$ cat src/rtl/sram_port_ctrl.sv
// sram_port_ctrl: valid/ready request front end for a 1RW SRAM macro with a one-cycle response pulse.
// Define SRAM_PARITY_EN to store word parity in bit 32 and turn partial writes into read-modify-write.
module sram_port_ctrl #(
  parameter int ADDR_WIDTH = 10,
  parameter int DATA_WIDTH = 33
) (
  input  logic                  clk,
  input  logic                  rst,
  input  logic                  req_valid_i,
  output logic                  req_ready_o,
  input  logic                  req_we_i,
  input  logic [3:0]            req_be_i,
  input  logic [ADDR_WIDTH-1:0] req_addr_i,
  input  logic [31:0]           req_wdata_i,
  output logic                  rsp_valid_o,
  output logic [31:0]           rsp_rdata_o,
  output logic                  rsp_err_o,
  output logic                  sram_csb0_o,
  output logic                  sram_web0_o,
  output logic [3:0]            sram_wmask0_o,
  output logic                  sram_spare_wen0_o,
  output logic [ADDR_WIDTH-1:0] sram_addr0_o,
  output logic [DATA_WIDTH-1:0] sram_din0_o,
  input  logic [DATA_WIDTH-1:0] sram_dout0_i
);

`ifdef SRAM_PARITY_EN
  localparam bit PARITY = 1'b1;
`else
  localparam bit PARITY = 1'b0;
`endif

  typedef enum logic {IDLE, RMW_WR} state_t;

  state_t                r_state;
  state_t                w_state_nxt;
  logic                  w_accept;
  logic                  w_rmw_start;
  logic                  w_wr_none;
  logic [31:0]           w_merge;
  logic [ADDR_WIDTH-1:0] r_addr;
  logic [3:0]            r_be;
  logic [31:0]           r_wdata;
  logic                  r_pend_vld;
  logic                  r_pend_rd;
  logic                  r_rsp_valid;
  logic [31:0]           r_rsp_rdata;
  logic                  r_rsp_err;

  function automatic logic [31:0] merge_bytes(input logic [31:0] old_d,
                                              input logic [31:0] new_d,
                                              input logic [3:0]  be);
    logic [31:0] m;
    for (int i = 0; i < 4; i++)
      m[8*i +: 8] = be[i] ? new_d[8*i +: 8] : old_d[8*i +: 8];
    return m;
  endfunction

  function automatic logic parity32(input logic [31:0] d);
    return ^d;
  endfunction

  assign req_ready_o = (r_state == IDLE);
  assign w_accept    = req_valid_i & req_ready_o;
  assign w_wr_none   = req_we_i & (req_be_i == 4'h0);
  assign w_rmw_start = PARITY & w_accept & req_we_i & (req_be_i != 4'hF) & (req_be_i != 4'h0);
  assign w_merge     = merge_bytes(sram_dout0_i[31:0], r_wdata, r_be);

  always_comb begin
    w_state_nxt       = r_state;
    sram_csb0_o       = 1'b1;
    sram_web0_o       = 1'b1;
    sram_wmask0_o     = 4'h0;
    sram_spare_wen0_o = 1'b0;
    sram_addr0_o      = req_addr_i;
    sram_din0_o       = '0;
    case (r_state)
      IDLE: begin
        sram_csb0_o       = ~w_accept | w_wr_none;
        // A partial write under parity first reads the old word.
        sram_web0_o       = ~req_we_i | w_rmw_start;
        sram_wmask0_o     = PARITY ? 4'hF : req_be_i;
        sram_spare_wen0_o = PARITY & req_we_i;
        sram_din0_o[31:0] = req_wdata_i;
        sram_din0_o[32]   = PARITY & parity32(req_wdata_i);
        if (w_rmw_start) w_state_nxt = RMW_WR;
      end
      RMW_WR: begin
        sram_csb0_o       = 1'b0;
        sram_web0_o       = 1'b0;
        sram_wmask0_o     = 4'hF;
        sram_spare_wen0_o = PARITY;
        sram_addr0_o      = r_addr;
        sram_din0_o[31:0] = w_merge;
        sram_din0_o[32]   = PARITY & parity32(w_merge);
        w_state_nxt       = IDLE;
      end
      default: w_state_nxt = IDLE;
    endcase
    // The macro must never see a command while reset is held, including a pending RMW write.
    if (rst) begin
      sram_csb0_o = 1'b1;
      sram_web0_o = 1'b1;
    end
  end

  always_ff @(posedge clk or posedge rst) begin
    if (rst) r_state <= IDLE;
    else     r_state <= w_state_nxt;
  end

  always_ff @(posedge clk or posedge rst) begin
    if (rst) begin
      r_addr  <= '0;
      r_be    <= '0;
      r_wdata <= '0;
    end else if (w_rmw_start) begin
      r_addr  <= req_addr_i;
      r_be    <= req_be_i;
      r_wdata <= req_wdata_i;
    end
  end

  // Pending stage marks the edge where a request's final SRAM command was sampled.
  always_ff @(posedge clk or posedge rst) begin
    if (rst) begin
      r_pend_vld <= 1'b0;
      r_pend_rd  <= 1'b0;
    end else begin
      r_pend_vld <= (w_accept & ~w_rmw_start) | (r_state == RMW_WR);
      r_pend_rd  <= w_accept & ~req_we_i;
    end
  end

  always_ff @(posedge clk or posedge rst) begin
    if (rst) begin
      r_rsp_valid <= 1'b0;
      r_rsp_rdata <= '0;
      r_rsp_err   <= 1'b0;
    end else begin
      r_rsp_valid <= r_pend_vld;
      r_rsp_err   <= PARITY & r_pend_vld & r_pend_rd &
                     (sram_dout0_i[32] ^ parity32(sram_dout0_i[31:0]));
      if (r_pend_vld) r_rsp_rdata <= r_pend_rd ? sram_dout0_i[31:0] : 32'h0;
    end
  end

  assign rsp_valid_o = r_rsp_valid;
  assign rsp_rdata_o = r_rsp_rdata;
  assign rsp_err_o   = r_rsp_err;

endmodule

$ cat config.mk
export PLATFORM = sky130hd
export DESIGN_NAME = sram_port_ctrl
export DESIGN_NICKNAME = d
export VERILOG_FILES = /design/src/rtl/sram_port_ctrl.sv
export SDC_FILE = /design/constraint.sdc
export NUM_CORES = 1
export LEC_CHECK = 0
export CAP_MARGIN = 20
export CELL_PAD_IN_SITES_DETAIL_PLACEMENT = 0
export CELL_PAD_IN_SITES_GLOBAL_PLACEMENT = 2
export CORE_ASPECT_RATIO = 0.8
export CORE_MARGIN = 2
export CORE_UTILIZATION = 15
export CTS_BUF_LIST = sky130_fd_sc_hd__clkbuf_2 sky130_fd_sc_hd__clkbuf_4 sky130_fd_sc_hd__clkbuf_8
export DETAILED_ROUTE_END_ITERATION = 8
export GPL_ROUTABILITY_DRIVEN = 0
export PLACE_DENSITY_LB_ADDON = 0.1
export SLEW_MARGIN = 20
export SYNTH_ARGS = -nofsm -noshare
export SYNTH_HDL_FRONTEND = slang
export SYNTH_SLANG_ARGS = --single-unit
$ cat constraint.sdc
create_clock -name clk -period 1.8 [get_ports clk]
set_input_delay 0.27 -clock clk [delete_from_list [all_inputs] [get_ports clk]]
set_output_delay 0.27 -clock clk [all_outputs]
set_load 0.01 [all_outputs]
==> results.cfg <==
[grt]
grt_pass1_wl_um = 6603
track_usage_pct = 7.397
gr-total-overflow = 0
grt_max_degree = 36
antenna_found_initial = 0
grt_pass1_vias = 1226

[layout]
n_fill_cell = 1122
area_delta_synth_final_pct = 44.67
num_antenna_cells = 0
drive_above_1_share_pct = 9.639
finalNetCount = 248

[floorplanning]
ioPinCount = 168
die_x_um = 120.2
die_h_um = 96.93
dieArea_um2 = 11650
fp-row-count = 33
initial_utilization_pct = 15.62
coreArea_um2 = 10360

[yosys]
synth_top_family_by_area = buffers and inverters
seq_area_frac_synth_pct = 54.10
synthMuxAreaShare_pct = 0
avgSynthCellArea_um2 = 12.17
ys_types = 12
synth_compound_area_share_pct = 18.08
yosys_warnings = 0
netlist_area_um2 = 1619
synth_cells = 133
synth_fa_ha_area_share_pct = 0
synth_xor_area_share_pct = 0
synth_seq_cells = 35
synthSimpleGateAreaFrac_pct = 1.623

[timing]
fmax_ghz = 0.6327
hold_viol = 0
relSlewSlack_pct = 55.25
tightestPinTransition_ns = 0.6713
drv_slew = 0
fin_crit_sh_pct = 87.80
period_needed_ns = 1.580
setup_viol = 0
fin_skew_ns = 0.005578
rsz0062_at_grt = false
hold_slack_ns = 0.2783
setup_slack_ns = 0.2195

[cts]
tritoncts = yes
cts_buffers = 5
clock_latency_ns = 0.28
clkTransAtPathRegs_ns = 0.07
cts_buffer_depth = 2
h-tree-depth = 2
cts-root-buf = clkbuf_8
post-cts-setup-buffer-count = 0
clock_sinks = 35

[worst_setup_path]
regToRegStartpoint = r_pend_vld$_DFF_PP0_
path_cells = clkdlybuf4s50_1 -> clkdlybuf4s50_1
end_kind = output port
cp.buffers_inverters = 2
path_class = input pin to output port
cp.depth = 2
path_delay_family = buffers and inverters
crit_end = sram_wmask0_o[2]
start_kind = input pin
crit_top_cell = clkdlybuf4s50_1
ff2ff_path_depth = 2
crit_start = req_be_i[2]
cp_data_arrival_time_ns = 1.31
critical_path.max_fanout = 2
slowest_delay_ns = 0.55
cp_slowest_cell = clkdlybuf4s50_1
reg2reg_to = rsp_rdata_o[5]$_DFFE_PP0P_
crit_required_ns = 1.53
ff2ff_setup_slack_ns = 0.37

[detailed_routing]
via_per_inst = 3.464
vias = 1060
drc = 0
firstDrtPassIters = 4
wl_um = 4326
drt.antenna.violating_nets = 0
wl_per_cell_um = 14.14
first_iter_violations = 24

[worst_hold_path]
min_path_type = input pin to flop

[run]
maxCapViolCount = 0

[pwr]
power.leakage_nw = 1.024
power_density_nw_per_um2 = 859.6
peakVddDrop_mv = 0.2726

[placement]
dpl.hpwl_um = 3102
portBuffers = 78
post-place-ws_ns = -0.4186

[outcome]
outcome = complete, no violations
layer usage:
metal | wire length, µm | GRT usage [%]
met5 | 0 | 0
met4 | 101 | 3.529
met3 | 390 | 3.125
met2 | 2007 | 11.23
met1 | 1827 | 8.992
synth_stat cells, drive strengths merged:
master | n | area share, %
a22o | 32 | 17
and2 | 1 | 0.39
buf | 56 | 25
clkbuf | 1 | 0.23
conb | 2 | 0.46
dfrtp | 35 | 54
inv | 2 | 0.46
nand2 | 1 | 0.23
nor2b | 1 | 0.39
o211ai | 1 | 0.77
or4b | 1 | 0.62
cell type report:
type                            instances  area, µm²  share of cell area (%)
Clock inverter                          2      60.06                   2.564
Tap cell                              140      175.2                   7.479
Inverter                                2      12.51                  0.5342
Clock buffer                            6      76.32                   3.259
Multi-Input combinational cell         41      339.1                   14.48
Sequential cell                        35      875.8                   37.39
Timing Repair Buffer                   80      803.3                   34.29
state kept, by name, indices dropped and copies added (netlist names):
signal / cells
rsp_valid_o: 1
r_pend_rd: 1
rsp_rdata_o: 32
r_pend_vld: 1
layout by cell type (no fill, tap or decap), types with 2 or more instances in the layout:
cell	count
bufinv_16	2
a22o_1	32
dlymetal6s2s_1	5
clkbuf_8	5
clkdlybuf4s50_1	72
conb_1	4
dfrtp_1	35
buf_4	2
report_power, final:
part           leakage, nW  switching, W  total [W]  internal (W)
Sequential           0.468     0.0000257   0.000855      0.000829
Clock               0.0688      0.000290   0.000859      0.000569
Combinational        0.487      0.000113   0.000300      0.000187
Total                 1.02      0.000428    0.00201       0.00158
cell families (layout without fill, tap and decap cells):
| family | Yosys count | count (layout) |
|---|---|---|
| AOI/OAI and AO/OA | 33 | 33 |
| and+or+nand+nor | 4 | 4 |
| buffers and inverters | 59 | 90 |
| other | 2 | 4 |
| DFF | 35 | 35 |
per-stage QoR:
step	instances	utilization, %	cell area [µm²]	power, W	TNS [ns]
final	306	22.60	2342	0.002013	0
after global routing	306	22.60	2342	0.002115	0
after CTS	306	22.44	2326	0.002051	0
after detailed placement	298	21.13	2190	0.001178	-0.4827
after global placement	298	21.12	2188	0.001178	-0.4578
after floorplan	135	-	1627	0.001072	0
worst min path at each step:
| stage | startpoint | cells past startpoint | endpoint |
|---|---|---|---|
| finish | req_we_i | 3 | r_pend_rd$_DFF_PP0_ |
| floorplan | req_valid_i | 0 | r_pend_vld$_DFF_PP0_ |
| CTS | r_pend_vld$_DFF_PP0_ | 0 | rsp_valid_o$_DFF_PP0_ |
| global placement | r_pend_vld$_DFF_PP0_ | 0 | rsp_valid_o$_DFF_PP0_ |
| detailed placement | r_pend_vld$_DFF_PP0_ | 0 | rsp_valid_o$_DFF_PP0_ |
| global route | req_we_i | 3 | r_pend_rd$_DFF_PP0_ |
what timing repair did:
| action | 4_1_cts | 5_1_grt |
|---|---|---|
| hold buffers | 0 | 0 |
| gates resized for setup | 6 | 6 |
| endpoints found under the setup margin | 2 | 34 |
| pin swaps | 0 | 2 |
No activity file was read; power rests on OpenSTA's default activity.
